--- config.mk ---
export PLATFORM = sky130hd
export DESIGN_NAME = byte_serial_add_ctrl
export DESIGN_NICKNAME = d
export VERILOG_FILES = /design/src/rtl/byte_serial_add_ctrl.sv
export SDC_FILE = /design/constraint.sdc
export NUM_CORES = 1
export LEC_CHECK = 0
export CAP_MARGIN = 10
export CELL_PAD_IN_SITES_DETAIL_PLACEMENT = 1
export CELL_PAD_IN_SITES_GLOBAL_PLACEMENT = 2
export CORE_ASPECT_RATIO = 1.1
export CORE_UTILIZATION = 38
export DETAILED_ROUTE_END_ITERATION = 8
export PLACE_DENSITY = 0.91
export SLEW_MARGIN = 20
export SYNTH_ARGS = -nofsm -noshare
export SYNTH_HDL_FRONTEND = slang
export SYNTH_HIERARCHICAL = 1
export SYNTH_SLANG_ARGS = --single-unit
--- constraint.sdc ---
create_clock -name clk -period 6.4 [get_ports clk]
set_clock_uncertainty 0.2 [all_clocks]
set_input_delay 1.6 -clock clk [delete_from_list [all_inputs] [get_ports clk]]
set_output_delay 1.6 -clock clk [all_outputs]
set_load 0.03 [all_outputs]
--- src/rtl/byte_serial_add_ctrl.sv ---
// byte_serial_add_ctrl: NBYTES-wide adder built from one 8-bit adder stepped LSB-first, one byte per clock
module fullAdder8bit (
  input  logic [7:0] a,
  input  logic [7:0] b,
  input  logic       ci,
  output logic [7:0] s,
  output logic       co
);
  assign {co, s} = {1'b0, a} + {1'b0, b} + {8'b0, ci};
endmodule

module byte_serial_add_ctrl #(
  parameter int NBYTES = 4
) (
  input  logic                clk,
  input  logic                rst_n,
  input  logic                start,
  output logic                ready,
  output logic                busy,
  input  logic [8*NBYTES-1:0] add,
  input  logic [8*NBYTES-1:0] aug,
  input  logic                preC,
  output logic [8*NBYTES-1:0] sum,
  output logic                proC,
  output logic                done
);
  localparam int W  = 8*NBYTES;
  localparam int IW = NBYTES > 1 ? $clog2(NBYTES) : 1;
  typedef enum logic [1:0] {IDLE, RUN, DONE} state_t;
  state_t        state;
  logic [IW-1:0] idx;
  logic [W-1:0]  add_q, aug_q;
  logic          carry_q, c_nx;
  logic [7:0]    s_b;
  fullAdder8bit u_fa (
    .a (add_q[8*idx +: 8]),
    .b (aug_q[8*idx +: 8]),
    .ci(carry_q),
    .s (s_b),
    .co(c_nx)
  );
  assign ready = state != RUN;
  assign busy  = state == RUN;
  assign done  = state == DONE;
  always_ff @(posedge clk or negedge rst_n) begin
    if (!rst_n) begin
      state   <= IDLE;
      idx     <= '0;
      carry_q <= 1'b0;
      add_q   <= '0;
      aug_q   <= '0;
      sum     <= '0;
      proC    <= 1'b0;
    end else if (state == RUN) begin
      sum[8*idx +: 8] <= s_b;
      carry_q         <= c_nx;
      if (idx == IW'(NBYTES-1)) begin
        proC  <= c_nx;
        state <= DONE;
      end else
        idx <= idx + 1'b1;
    end else if (start) begin
      add_q   <= add;
      aug_q   <= aug;
      carry_q <= preC;
      idx     <= '0;
      state   <= RUN;
    end else
      state <= IDLE;
  end
endmodule

==> flow_metrics.py, run 1 <==
metrics = {
    "power": {
        "powerDensity_mw_per_mm2": 626,
        "p_leak_uw": 0.00286,
        "vdd_ir_drop_max_uv": 269,
    },
    "logic_synthesis": {
        "netlist_instances": 333,
        "ys_warn_count": 6,
        "ys_seq_area_share_pct": 51.7,
        "synth_fp_nets": 415,
        "async_flop_share_pct": 100,
        "synth-seq-cells": 102,
        "synth.distinct_cells": 40,
        "synth_edf_count": 0,
        "synthFlopType": "dfrtp_1",
        "avgSynthCellArea_um2": 14.8,
        "synth_area_mm2": 0.00493,
    },
    "global_routing": {
        "globalRouteMet2Util_pct": 32.3,
        "grt_max_degree": 65,
        "grt.busiest_layer": "met2",
        "grt_pass1_vias": 3457,
        "grt_pass1_wl_mm": 18.5,
        "grt.met1_usage_pct": 21.7,
        "antenna_found_initial": 0,
        "met3_usage_pct": 3.80,
        "track_usage_pct": 18.0,
        "grt-ovfl-total": 0,
    },
    "clock_tree": {
        "cts_tree": "done",
        "path_clk_slew_ns": 0.07,
        "ctsResizeCount": 0,
        "cts_buffers": 9,
        "cts_max_level": 3,
        "root_buffer": "clkbuf_16",
        "cts.sinks": 102,
        "cts_max_path_buffers": 2,
        "clkLatencyLatePin_ns": 0.35,
        "ctsHoldBuffers": 0,
        "post-cts-setup-buffers": 0,
    },
    "floorplan": {
        "start_util_pct": 39.0,
        "die_area_mm2": 0.0134,
        "pin_count": 104,
        "rows": 43,
        "fp.dieH_um": 122,
        "fp.coreArea_mm2": 0.0126,
        "die-width_um": 111,
    },
    "cells_and_area": {
        "finish.utilization_pct": 50.4,
        "multi_input_area_mm2": 0.00225,
        "seq_area_mm2": 0.00255,
        "layout-drive-gt1-share_pct": 25.2,
        "fillers": 1250,
        "syn_to_final_growth_pct": 29.2,
        "final_cell_mix": "102 x dfrtp_1, 102 x clkdlybuf4s50_1, 60 x mux2_4",
        "nets": 518,
        "diodes": 0,
    },
    "sta": {
        "hold_viol": 0,
        "max_freq_ghz": 0.251,
        "slew_viol_final": 0,
        "period_share_pct": 62.2,
        "rsz0062_at_grt": "no",
        "setup_tns_ns": 0,
        "worstMarginPinSlew_ns": 0.715,
        "slew_headroom_pct": 52.3,
        "setup_viol": 0,
        "fin_crit_ns": 3.98,
    },
    "run": {
        "drv_cap": 0,
    },
    "critical_path": {
        "worst_setup_path_end_kind": "primary output",
        "cp-start-kind": "flop",
        "path_class": "flop to primary output",
        "crit_fanout": 7,
        "crit_arrival_ns": 2.18,
        "crit_required_ns": 4.60,
    },
    "routing": {
        "dr.pass1.iters": 4,
        "wl_per_cell_um": 19.0,
        "totalWireLength_mm": 11.3,
        "drc": 0,
        "routed_via_density": 5.13,
        "vias": 3066,
        "drt_iter0_markers": 147,
        "drtAntennaViolNets": 0,
    },
    "min_path": {
        "hp-class": "flop to flop",
    },
    "placed_design": {
        "gp_congestion": 0.756,
        "portBuffers": 103,
        "hpwl_mm": 8.36,
    },
    "status": {
        "status": "complete, no violations",
    },
}
per-stage QoR:
stage	instances	instance area [um^2]	setup slack [ns]	power [uW]	hold WS (ns)
6_report	598	6370	2.42	3990	0.283
5_1_grt	598	6370	2.33	4250	0.302
4_1_cts	598	6360	2.46	4030	0.288
3_5_place_dp	582	6070	2.63	3480	0.272
3_3_place_gp	582	6070	2.68	3370	0.264
2_1_floorplan	333	4930	3.30	2770	0.274
layout make-up:
type | instances | area share (%)
Timing Repair Buffer | 106 | 16.5
Clock inverter | 6 | 0.864
Clock buffer | 10 | 3.75
Sequential cell | 102 | 40.0
Multi-Input combinational cell | 209 | 35.3
Inverter | 8 | 0.471
Tap cell | 157 | 3.08
sequential cells by signal, summed over array words and instances (netlist names):
register  cells
add_q        32
aug_q        32
carry_q       1
idx           2
proC          1
state         2
sum          32
cells by family after synthesis:
kind of cell    synth area share [%]
mux                             27.1
buf+inv                         2.84
xor+xnor                       0.710
simple gates                    6.70
fa+ha+maj                       3.85
flops                           51.7
compound gates                  7.03
worst paths after layout:
kind / startpoint / to / slack [ns] / cells after the start
max: state[1] / busy / 2.42 / 3
min: sum[9] / sum[9] / 0.28 / 2
max reg2reg: idx[0] / sum[4] / 2.86 / 9
min reg2reg: sum[9] / sum[9] / 0.28 / 2
max in group asynchronous: rst_n / aug_q[13] / 3.81 / 2
min in group asynchronous: rst_n / sum[9] / 1.05 / 1
synthesized netlist by cell type, types with 3 or more instances:
| cell | instances | area (um^2) |
|---|---|---|
| inv_1 | 7 | 26.3 |
| dfrtp_1 | 102 | 2550 |
| o21ai_0 | 17 | 85.1 |
| mux2_4 | 60 | 901 |
| nand2b_1 | 4 | 25.0 |
| mux4_2 | 16 | 360 |
| buf_2 | 4 | 20.0 |
| buf_6 | 7 | 78.8 |
| a21oi_1 | 4 | 20.0 |
| mux2_2 | 6 | 67.6 |
| clkbuf_1 | 3 | 11.3 |
| nand3b_1 | 4 | 30.0 |
| a22o_1 | 17 | 149 |
| ha_1 | 12 | 150 |
| nand2_1 | 36 | 135 |
report_power, final:
group | internal (uW) | total, uW | leakage (uW) | switching, uW
Sequential | 934 | 1110 | 0.00127 | 172
Combinational | 1090 | 2340 | 0.00145 | 1260
Clock | 281 | 542 | 0.000139 | 261
Total | 2300 | 3990 | 0.00286 | 1690
worst max-delay path, stage by stage (launching register included):
cell and delay [ns]:
dfrtp_1 0.41, nand2b_1 0.41, inv_1 0.30, clkdlybuf4s50_1 0.71
layer usage:
metal  up-vias  part of all wire, %  wire length [um]
li1       1418                    -                 -
met1      1556                   44              5000
met2        79                   51              5780
met3        13                  3.6               406
met4         0                  1.4               160
met5         -                    0                 0
(Power assumes the default switching activity.)
==> inputs of run 2 (changes only) <==
Settings changed: CORE_UTILIZATION 38 to 35, PLACE_DENSITY 0.91 to 0.85.
Clock period 6.4 ns to 3.76 ns, I/O delays scaled along.
==> run 2 against run 1 <==
Die area grew 8.4%; via count rose by 1.3%; utilization down 3.4 points; count of clock-buffer cells in the layout fell by 1; combinational power up 71%; register-to-register slack got worse by 2.3 ns; critical path depth is 6 higher; power is 74% higher; critical path type is now flop to flop; highest routed layer unchanged.
==> flow_metrics.py, run 2 (synthesis gave the netlist of run 1 again) <==
metrics = {
    "min_path": {
        "min_delay_path_depth": 2,
        "hp-class": "flop to flop",
    },
    "clock_tree": {
        "post-cts-setup-buffers": 0,
        "ctsHoldBuffers": 0,
        "ctsResizeCount": 0,
        "path_clk_slew_ns": 0.08,
        "cts.sinks": 102,
        "cts_max_level": 3,
        "clkLatencyLatePin_ns": 0.34,
        "root_buffer": "clkbuf_16",
        "cts_max_path_buffers": 2,
        "cts_tree": "done",
        "cts_buffers": 9,
    },
    "sta": {
        "hold_slack_ns": 0.284,
        "hold_viol": 0,
        "setup_viol": 0,
        "slew_headroom_pct": 40.4,
        "slew_viol_final": 0,
        "period_share_pct": 86.2,
        "rsz0062_at_grt": "no",
        "worstMarginPinSlew_ns": 0.894,
        "fin_crit_ns": 3.24,
        "max_freq_ghz": 0.308,
        "setup_tns_ns": 0,
    },
    "floorplan": {
        "die-width_um": 115,
        "pin_count": 104,
        "rows": 45,
        "fp.dieH_um": 127,
        "die_area_mm2": 0.0146,
        "fp.coreArea_mm2": 0.0138,
        "start_util_pct": 35.8,
    },
    "global_routing": {
        "antenna_found_initial": 0,
        "grt_max_degree": 71,
        "grt_pass1_vias": 3455,
        "grt-ovfl-total": 0,
        "track_usage_pct": 17.7,
        "grt_pass1_wl_mm": 19.2,
    },
    "cells_and_area": {
        "nets": 522,
        "final_cell_mix": "102 x dfrtp_1, 102 x clkdlybuf4s50_1, 60 x mux2_4",
        "seq_area_mm2": 0.00255,
        "top_regs": "add_q x32, aug_q x32, sum x32",
        "diodes": 0,
        "finish.utilization_pct": 47.0,
        "multi_input_area_mm2": 0.00224,
        "fillers": 1372,
        "postLayoutCellArea_mm2": 0.00648,
        "layout-drive-gt1-share_pct": 25.8,
        "stdcell_count": 633,
        "syn_to_final_growth_pct": 31.3,
    },
    "critical_path": {
        "regToRegEndpoint": "sum[13]",
        "regToRegStartpoint": "idx[0]",
        "crit_fanout": 11,
        "path_class": "flop to flop",
        "crit_end": "sum[13]",
        "ff2ff_setup_slack_ns": 0.52,
        "crit_required_ns": 3.80,
        "cp-start-kind": "flop",
        "worst_setup_path_end_kind": "flop",
        "crit_arrival_ns": 3.29,
        "startpoint": "idx[0]",
        "r2r_cells": 9,
    },
    "power": {
        "vdd_ir_drop_max_uv": 444,
        "powerDensity_mw_per_mm2": 1070,
        "intPower_uw": 4060,
        "p_leak_uw": 0.00291,
        "combPwrFrac_pct": 57.5,
        "power_frac_clock_pct": 14.9,
        "switching_share_pct": 41.5,
        "switching_power_uw": 2880,
        "seqPwrFrac_pct": 27.6,
    },
    "placed_design": {
        "hpwl_mm": 8.67,
        "placed_area_mm2": 0.00615,
        "portBuffers": 103,
        "gp_congestion": 0.799,
        "dp.cells": 617,
    },
    "routing": {
        "vias": 3105,
        "totalWireLength_mm": 11.9,
        "dr.pass1.iters": 4,
        "drt_iter0_markers": 130,
        "wl_per_cell_um": 18.8,
        "routed_via_density": 4.91,
        "drtAntennaViolNets": 0,
        "drc": 0,
    },
    "run": {
        "drv_cap": 0,
    },
    "status": {
        "status": "complete, no violations",
    },
}
[run 2: per-layer routing]
| layer | track usage [%] | vias up | routed length (um) |
|---|---|---|---|
| met4 | 4.28 | 0 | 103 |
| li1 | - | 1429 | - |
| met1 | 22.7 | 1571 | 5110 |
| met3 | 3.11 | 6 | 538 |
| met2 | 30.8 | 99 | 6120 |
| met5 | 0 | - | 0 |
[run 2: layout make-up]
type | count | share of cell area (%)
clock inverter | 7 | 1.58
clock buffer | 9 | 3.48
inverter | 8 | 0.463
multi-input combinational | 209 | 34.6
tap | 188 | 3.63
timing repair buffer | 110 | 16.9
sequential | 102 | 39.4
[run 2: power by group through the flow]
stage               combinational, uW  clock, uW  sequential (uW)
CTS                              4020       1050             1920
detailed placement               3970          0             1930
global placement                 3860          0             1900
finish                           3990       1030             1920
global route                     4300       1100             1970
floorplan                        2710          0             2010
[run 2: through the flow]
step / power (uW) / worst slack [ns]
after floorplan: 4720 / 0.657
after global placement: 5760 / 0.668
after detailed placement: 5900 / 0.564
after CTS: 6990 / 0.500
after global routing: 7380 / 0.283
final: 6940 / 0.518
[run 2: how the worst min path moves through the flow]
| stage | from | endpoint | slack [ns] |
|---|---|---|---|
| after floorplan | add_q[31] | add_q[31] | 0.27 |
| after global placement | sum[9] | sum[9] | 0.26 |
| after detailed placement | sum[8] | sum[8] | 0.27 |
| after CTS | sum[8] | sum[8] | 0.29 |
| after global routing | sum[1] | sum[1] | 0.30 |
| final | sum[1] | sum[1] | 0.28 |
[run 2: worst max-delay path, stage by stage, from the launching register on]
cell and delay, ns:
dfrtp_1 0.44, buf_4 0.30, mux4_2 0.57, ha_1 0.35
a21oi_1 0.27, a21oi_1 0.15, nor4_1 0.23, a311o_1 0.34
nand2_1 0.09, o31ai_1 0.19
==> variant, RTL diff (settings of run 2) <==
Re-encode `state_t` (3 states) as one-hot, 3 bits wide.
--- a/src/rtl/byte_serial_add_ctrl.sv
+++ b/src/rtl/byte_serial_add_ctrl.sv
@@ -26,7 +26,7 @@
 );
   localparam int W  = 8*NBYTES;
   localparam int IW = NBYTES > 1 ? $clog2(NBYTES) : 1;
-  typedef enum logic [1:0] {IDLE, RUN, DONE} state_t;
+  typedef enum logic [2:0] {IDLE = 3'b001, RUN = 3'b010, DONE = 3'b100} state_t;
   state_t        state;
   logic [IW-1:0] idx;
   logic [W-1:0]  add_q, aug_q;
Behaviour: same outputs for any inputs over 10 cycles, from zero or initial values and one cycle with rst_n low; not proved beyond that.
==> variant against run 2 <==
Highest routed layer unchanged. Cell area is 3.6% lower. Synthesized area is 4.1% lower. Wire length is 8.0% lower. Sequential cell count is 1 higher. Setup slack worse by 0.11 ns. Combinational power is 6.8% lower. Via count is 2.5% lower. Power is 3.3% lower. Die area is 4.0% lower. Sequential share of layout area is 1.9 points higher.
==> variant: results (changes against run 2) <==
| Metric | Value |
|---|---|
| Crit Path Max Fanout | `6 (-5)` |
| Final GP Congestion | `0.723 (-9.5%)` |
| Slew headroom | `36.7% (-3.7 points)` |
| Share of cells above drive strength 1 | `26.9% (+1.1 points)` |
| Post-CTS sizing | `0 (unchanged)` |
| Post-synthesis cell count | `320 (-3.9%)` |
| Synth cell types | `44 (+10%)` |
| Pleak | `2.61 nW (-10%)` |
| Via count | `3026 (-2.5%)` |
| CTS buffer count | `9 (unchanged)` |
| Global-route wire length before repair | `17800 um (-7.4%)` |
| Iteration-0 DRC Markers | `103 (-21%)` |
| Total GRT Usage | `17.0% (-0.70 points)` |
| Setup TNS | `0 ns (unchanged)` |
| Root Buffer | `clkbuf_16` |
| Async SR Flop Fraction | `100% (unchanged)` |
| Worst r2r src | `idx[0]` |
| Setup crit end | `busy` |
| CP Launch Point | `state[1]` |
| Peak VDD IR | `0.480 mV (+8.0%)` |
| Critical Path AT | `2.22 ns (-1.07 ns)` |
| Largest net degree at the start of global routing | `84 (+18%)` |
| Layout fillers | `1335 (-2.7%)` |
| Post-Syn Nets | `402 (-3.1%)` |
| Dpl cells | `576 (-6.6%)` |
| FF-to-FF setup slack | `0.46 ns (-0.06 ns)` |
| Synth cell count leaders | `102 x dfrtp_1, 66 x mux2_2, 25 x a22o_1, 20 x nand2_1, 16 x mux4_2` |
| Max Freq | `298 MHz (-3.4%)` |
| Via density | `5.11 (+4.2%)` |
| Dpl ws | `0.435 ns (-0.128 ns)` |
| HPWL after DPL | `8220 um (-5.2%)` |
| Avg WL per Cell | `18.5 um (-1.7%)` |
| Nets | `508 (-2.7%)` |
| Vias in the first global route | `3296 (-4.6%)` |
| Worst r2r dst | `sum[6]` |
| H-tree levels | `3 (unchanged)` |
| Synth area leaders | `dfrtp_1 54%, mux2_2 16%, mux4_2 7.6%` |
| Sequential share of the synthesized area | `54.5% (+2.8 points)` |
| Status | `finished clean` |
| Initial antenna violation count | `0 (unchanged)` |
| Hold WC Path Type | `reg2reg` |
| Area after DPL | `5900 sq um (-4.1%)` |
-- variant: cell families (layout without fill, tap and decap cells) --
logic type,Yosys count,after routing,share of synthesized area [%]
flip-flops,103,103,54.5
multiplexers,83,83,23.5
AO/OA/AOI/OAI,49,49,7.93
AND/OR/NAND/NOR,42,42,6.03
buffers and inverters,25,136,3.23
adder cells (fa/ha/maj),14,14,4.02
XOR/XNOR,4,4,0.741
-- variant: final cells by class --
cell class	instances	area (sq um)	share of cell area [%]
clock buffer	11	253	4.05
clock inverter	5	86.3	1.38
inverter	9	33.8	0.541
multi-input combinational	192	2000	32.0
sequential	103	2580	41.3
tap	161	201	3.23
timing repair buffer	111	1090	17.5
-- variant: worst max-delay path, cell delays in order, from the launching register on --
cell	delay (ns)
dfrtp_1	0.42
or3b_1	0.51
inv_1	0.22
clkdlybuf4s50_1	0.74
-- variant: where the power goes --
group	internal, mW	leakage [nW]	switching (mW)	total [mW]
clock	0.627	0.167	0.408	1.04
sequential	1.64	1.28	0.312	1.96
combinational	1.69	1.17	2.02	3.72
-- variant: worst min path at each step --
stage | startpoint | end | slack (ns) | depth (start not counted)
2_1_floorplan | add_q[16] | add_q[16] | 0.27 | 1
3_3_place_gp | sum[1] | sum[1] | 0.27 | 2
3_5_place_dp | sum[0] | sum[0] | 0.27 | 2
4_1_cts | sum[0] | sum[0] | 0.29 | 2
5_1_grt | aug_q[3] | aug_q[3] | 0.32 | 1
6_report | sum[0] | sum[0] | 0.28 | 2
-- variant: metal layers --
metal	global-route usage, %	routed length, um	vias up
li1	-	-	1402
met1	20.9	4660	1526
met2	29.7	5590	88
met3	3.50	510	10
met4	6.17	172	0
met5	0	0	-
